File: src/rtl/instr_fetch_unit.sv
// Instruction fetch: owns the PC, reads same-cycle IMEM, presents {instr, pc} one cycle after adv; redirect wins.
// Decode back-pressure holds instr_out/instr_pc/pc; macro FETCH_MISALIGN_TRAP_EN enables the misaligned-redirect FAULT state.
module instr_fetch_unit #(
   parameter logic [31:0] RESET_PC = 32'h0000_0000,
   parameter int          PC_STEP  = 4
) (
   input  logic        clk,
   input  logic        reset,
   input  logic        fetch_en,
   output logic [31:0] Instr_Addr,
   input  logic [31:0] Instr_rdata,
   input  logic        redirect_valid,
   input  logic [31:0] redirect_pc,
   output logic        instr_valid,
   input  logic        instr_ready,
   output logic [31:0] instr_out,
   output logic [31:0] instr_pc,
   output logic        fetch_fault
);

   localparam logic [31:0] STEP = 32'(PC_STEP);
   localparam logic [31:0] NOP  = 32'h0000_0013;

   typedef enum logic [1:0] {IDLE = 2'd0, RUN = 2'd1, FAULT = 2'd2} state_t;

   state_t      state, state_nxt;
   logic [31:0] pc;
   logic [31:0] load_pc;
   logic        misalign;
   logic        run;
   logic        adv;

`ifdef FETCH_MISALIGN_TRAP_EN
   assign misalign = redirect_valid && (redirect_pc[1:0] != 2'b00);
   assign load_pc  = redirect_pc;
`else
   logic unused_low_bits;
   assign unused_low_bits = ^redirect_pc[1:0];
   assign misalign = 1'b0;
   assign load_pc  = {redirect_pc[31:2], 2'b00};
`endif

   assign Instr_Addr = pc;
   assign adv        = run && (!instr_valid || instr_ready);

   always_ff @(posedge clk or posedge reset) begin
      if (reset) state <= IDLE;
      else       state <= state_nxt;
   end

   always_comb begin
      state_nxt = state;
      if (redirect_valid) begin
         if (misalign)      state_nxt = FAULT;
         else if (fetch_en) state_nxt = RUN;
         else               state_nxt = IDLE;
      end else begin
         case (state)
            IDLE:    if (fetch_en)  state_nxt = RUN;
            RUN:     if (!fetch_en) state_nxt = IDLE;
            FAULT:   state_nxt = FAULT;
            default: state_nxt = IDLE;
         endcase
      end
   end

   always_comb begin
      run         = (state == RUN);
`ifdef FETCH_MISALIGN_TRAP_EN
      fetch_fault = (state == FAULT);
`else
      fetch_fault = 1'b0;
`endif
   end

   // A redirect flushes the held word even if decode is accepting it this cycle.
   always_ff @(posedge clk or posedge reset) begin
      if (reset) begin
         pc          <= RESET_PC;
         instr_valid <= 1'b0;
         instr_out   <= NOP;
         instr_pc    <= 32'h0000_0000;
      end else if (redirect_valid) begin
         pc          <= load_pc;
         instr_valid <= 1'b0;
      end else if (adv) begin
         instr_out   <= Instr_rdata;
         instr_pc    <= pc;
         instr_valid <= 1'b1;
         pc          <= pc + STEP;
      end else if (instr_valid && instr_ready) begin
         instr_valid <= 1'b0;
      end
   end

endmodule

File: config.mk
export PLATFORM = sky130hd
export DESIGN_NAME = instr_fetch_unit
export DESIGN_NICKNAME = d
export VERILOG_FILES = /design/src/rtl/instr_fetch_unit.sv
export SDC_FILE = /design/constraint.sdc
export NUM_CORES = 1
export LEC_CHECK = 0
export BUFFER_PORTS_ARGS = -buffer_cell sky130_fd_sc_hd__buf_2
export CAP_MARGIN = 20
export CORE_MARGIN = 2
export CORE_UTILIZATION = 53
export DETAILED_ROUTE_END_ITERATION = 12
export PLACE_DENSITY = 0.87
export SETUP_SLACK_MARGIN = 0.02
export SYNTH_ARGS = -nofsm -noshare
export SYNTH_HDL_FRONTEND = slang
export SYNTH_SLANG_ARGS = --single-unit
File: constraint.sdc
create_clock -name clk -period 7.39 [get_ports clk]
set_input_delay 0 -clock clk [delete_from_list [all_inputs] [get_ports clk]]
set_output_delay 0 -clock clk [all_outputs]
set_load 0.01 [all_outputs]
# Word level (Yosys, flattened, before mapping)
# Index checks and enable logic that the tools add are counted.
# totals
reg_bits,99
# op_classes
add_sub_neg,1
eq_ne,4
n_mux,10
n_bitwise,1
n_reduce_logical,9
# ops
cell,n
$mux W32,2
$add A32 B3 Y32 const B,1
$mux W2,3
$ne A3 B3 Y1 const B,2
$pmux W2 S3,1
$mux W1,4
$reduce_and A2 Y1,2
$reduce_bool A3 Y1,1
$eq A2 B1 Y1 const B,1
$eq A2 B2 Y1 const B,1
$logic_and A1 B1 Y1,2
$logic_not A2 Y1,1
$reduce_bool A2 Y1,1
$logic_not A1 Y1,1
$logic_or A1 B1 Y1,1
$not A1 Y1,1

# Depth between registers and ports, before layout
# depth
ltp_word,5
ltp_mapped,7
depth_no_buf,5

# Worst setup path before layout
# OpenSTA, ideal clock, no wires.
# synth_path
path_kind,register to register
startpoint,register instr_valid
endpoint,register pc[23] (netlist: Instr_Addr[23])
arrival_ns,1.889
required_ns,7.308
setup_slack_ns,5.419
stages_incl_launch_ff,7
n_path_buf,2
period_less_slack_ns,1.971
cell_sequence,dfrtp_1 -> nor2b_1 -> buf_2 -> or4_4 -> buf_6 -> or4_1 -> a31oi_1
# synth_between
elab_chain_cells,4
# synth_rtl
item,line_no,source
"start, declared",14,"output logic instr_valid,"
"start signal, assigned",80,instr_valid <= 1'b0;
"start signal, assigned",85,instr_valid <= 1'b0;
"start signal, assigned",89,instr_valid <= 1'b1;
$logic_not A1 Y1,44,assign adv = run && (!instr_valid || instr_ready);
$logic_or A1 B1 Y1,44,
$logic_and A1 B1 Y1,44,
$reduce_bool A2 Y1 (no source line),n/a,
"end signal, assigned",84,pc <= load_pc;
"end signal, assigned",90,pc <= pc + STEP;
"end, declared",27,logic [31:0] pc;
# Every way passes these cells.
# A chain may end at the register's enable or synchronous reset.

# Worst setup path in the final report
# layout_path
startpoint,register pc[2] (netlist: Instr_Addr[2])
endpoint,register pc[30] (netlist: Instr_Addr[30])
# layout_between
elab_chain_cells,3
# layout_rtl
item,line_no,source
$add A32 B3 Y32,90,
$mux W32,86,end else if (adv) begin
$mux W32,83,end else if (redirect_valid) begin
# Every way passes these cells. The select of a mux whose other input is x is not followed.

==> metrics.yaml <==
critical_path:
  r2r_end: "Instr_Addr[30]"
  cp.arrival_ns: 2.50
  end_kind: "flip-flop"
  startpoint_type: "flip-flop"
  crit_path_frequent_cell: "nand3_1"
  crit_chain: "ha_1 -> nand3_1 -> nor4_1 -> nand4_1 -> nand3_1"
  crit_path_max_incr_delay_ns: 0.84
  reg2reg_slack_ns: 5.18
  worstSetupPathType: "reg -> reg"
  required_ns: 7.68
  cp_slowest_cell: "nor4_1"
  crit_fanout: 8
  r2r_cells: 5
  cp_top_family: "simple AND/OR/NAND/NOR gates"
  critPathBufInv: 0
  r2r-start: "Instr_Addr[2]"
clock_network:
  cts_sinks: 95
  cts_resized: 0
  htree_levels: 3
  cts_tree: "done"
  post_cts_buffers: 0
  cts_made_buffers: 9
  cts_max_path_buffers: 2
  cts.clk_slew.worst_paths_ns: 0.09
  clk_latency_ns: 0.35
  clk_root_buffer_cell: "clkbuf_8"
routing:
  wl_met2_um: 6270
  topRoutingLayerUsed: "met4"
  wire_per_inst_um: 16.6
  route.detailed.drc: 0
  drt_first_pass_iters: 6
  vias: 3945
  drtAntennaViolNets: 0
  via_per_inst: 5.60
  wl_met3_um: 615
  wirelength_met1_um: 4550
  drt-total-wl_um: 11700
  drt-initial-drc-count: 265
floorplan:
  pin_count: 167
  row_count: 33
  start_util_pct: 54.1
  die_w_um: 94.9
  core_area_um2: 8090
  die_area_um2: 9000
  fp.dieH_um: 94.9
sta:
  slew_headroom_pct: 33.8
  setup-violations-final: 0
  fin_tns_setup_ns: 0
  fin_crit_sh_pct: 29.9
  layout_min_cycle_time_ns: 2.21
  whs_ns: 0.248
  skew_ns: 0.00978
  finalHoldViolations: 0
  setup_slack_ns: 5.18
  report.final.slew_viol_count: 0
  rsz0062_at_grt: "no"
  max_freq_mhz: 453
  tightest_slew_ns: 0.983
finish:
  final_cell_mix: "buf_2 (159), dfrtp_1 (92), dlygate4sd3_1 (65)"
  fin_cells: 704
  utilization_pct: 75.3
  antenna_cells: 0
  layout_commonest_cell: "buf_2"
  finish.net_count: 664
  fin_area_um2: 6100
  area_growth_pct: 39.3
  drive_gt1_share_pct: 41.4
global_routing:
  antenna_found_initial: 0
  grt_pass1_vias: 3827
  grt_overflow: 0
  grt_pass1_wl_um: 18400
  grt_use_total_pct: 26.2
  grt_max_degree: 50
synthesis:
  ys_seq_elements: 95
  ys_seq_area_share_pct: 54.4
  synth_top_family_by_area: "multiplexers"
  syn-cell-area_um2: 4380
  synthMuxAreaShare_pct: 16.4
  yosys.area_share.adder_pct: 0.286
  synth_top_flop_cell: "dfrtp_1"
  syn_area_per_cell_um2: 11.5
  synth_edf_count: 0
  syn-instance-count: 379
  synth-compound-area-share_pct: 7.75
  ys_types: 41
  synthArstFlopShare_pct: 100
  synth-xor-area-share_pct: 1.20
  synth_simple_gate_area_share_pct: 15.9
  yosysWarnings: 0
min_path:
  hp-start: "redirect_valid"
  hp-class: "in -> reg"
  hold_path_end: "Instr_Addr[8]"
  hold_path_depth: 3
place:
  dp_cells: 623
  dpl_cell_area_um2: 5230
  place_congestion: 0.814
  port_buffers: 159
  dp_hpwl_um: 7570
  dp_slack_ns: 5.26
pwr:
  ir_worst_vdd_v: 0.000145
  p_leak_nw: 2.72
  power_density_nw_per_um2: 227
  power_mw: 1.39
job:
  cap_violations: 0
outcome:
  status: "finished, final reports clean"
[cells in the mapped netlist, types with 2 or more instances]
| cell | instances | share of area (%) |
|---|---|---|
| buf_4 | 5 | 0.86 |
| a31oi_1 | 11 | 1.6 |
| inv_1 | 6 | 0.51 |
| nor2_1 | 16 | 1.4 |
| mux2_2 | 63 | 16 |
| a22oi_1 | 5 | 0.86 |
| and2_1 | 3 | 0.43 |
| nand4_1 | 11 | 1.6 |
| buf_2 | 8 | 0.92 |
| buf_6 | 2 | 0.51 |
| nand3_1 | 26 | 3.0 |
| and4_1 | 4 | 0.80 |
| nor3_1 | 7 | 0.80 |
| o21ai_0 | 12 | 1.4 |
| a21oi_1 | 4 | 0.46 |
| o31ai_1 | 9 | 1.5 |
| xnor2_1 | 3 | 0.60 |
| nand2b_1 | 2 | 0.29 |
| nor2b_1 | 6 | 0.86 |
| o211ai_1 | 8 | 1.4 |
| and3_1 | 3 | 0.43 |
| nor4_1 | 4 | 0.57 |
| xor2_1 | 3 | 0.60 |
| or3_1 | 2 | 0.29 |
| dfrtp_1 | 92 | 53 |
| dfstp_2 | 3 | 1.8 |
| or4_1 | 13 | 2.2 |
| clkbuf_1 | 13 | 1.1 |
| nand2_1 | 23 | 2.0 |
[tightest hold or removal path, stage by stage]
cell and delay [ns]:
buf_2 0.35, nand2_1 0.14, o21ai_0 0.07
[sequential cells by signal, indices dropped and copies added (netlist names)]
name         cells
instr_out       32
instr_pc        30
instr_valid      1
state            2
Instr_Addr      30
[logic make-up (layout without fill, tap and decap cells)]
group	Yosys count	after routing
AOI/OAI and AO/OA	52	52
xor gates and xnor gates	6	6
adders and majority gates	1	1
buffers and inverters	34	250
DFF	95	95
muxes	64	64
other	1	5
and+or+nand+nor	126	126
[how the worst max path moves through the flow]
stage / start / to / slack [ns] / cells past startpoint
2_1_floorplan: reset / Instr_Addr[10] / 4.92 / 1
3_3_place_gp: state[1] / Instr_Addr[29] / 5.37 / 4
3_5_place_dp: Instr_Addr[2] / Instr_Addr[30] / 5.26 / 5
4_1_cts: Instr_Addr[2] / Instr_Addr[24] / 5.23 / 5
5_1_grt: Instr_Addr[2] / Instr_Addr[28] / 5.04 / 5
6_report: Instr_Addr[2] / Instr_Addr[30] / 5.18 / 5
[per-layer routing]
layer	GRT usage [%]	up-vias
met1	32.4	1923
met5	0	-
met2	46.3	173
li1	-	1816
met4	10.9	0
met3	3.19	33
[timing repair]
action,CTS,global route
setup endpoints to repair,0,0
endpoints found under the hold margin,110,0
hold buffers,65,0
[area by class of cell]
| type | count | area, um2 |
|---|---|---|
| sequential | 95 | 2380 |
| fill | 555 | 2000 |
| multi-input combinational | 254 | 1840 |
| timing repair buffer | 228 | 1500 |
| tap | 105 | 131 |
| clock buffer | 10 | 128 |
| clock inverter | 6 | 92.6 |
| inverter | 6 | 25.0 |
[where the power goes]
part           internal, mW  switching, mW  leakage, nW
sequential            0.606         0.0659         1.10
clock                 0.193          0.187        0.104
combinational         0.173          0.160         1.51
total                 0.972          0.413         2.72
Note: power is estimated with default switching activity, not from simulation.
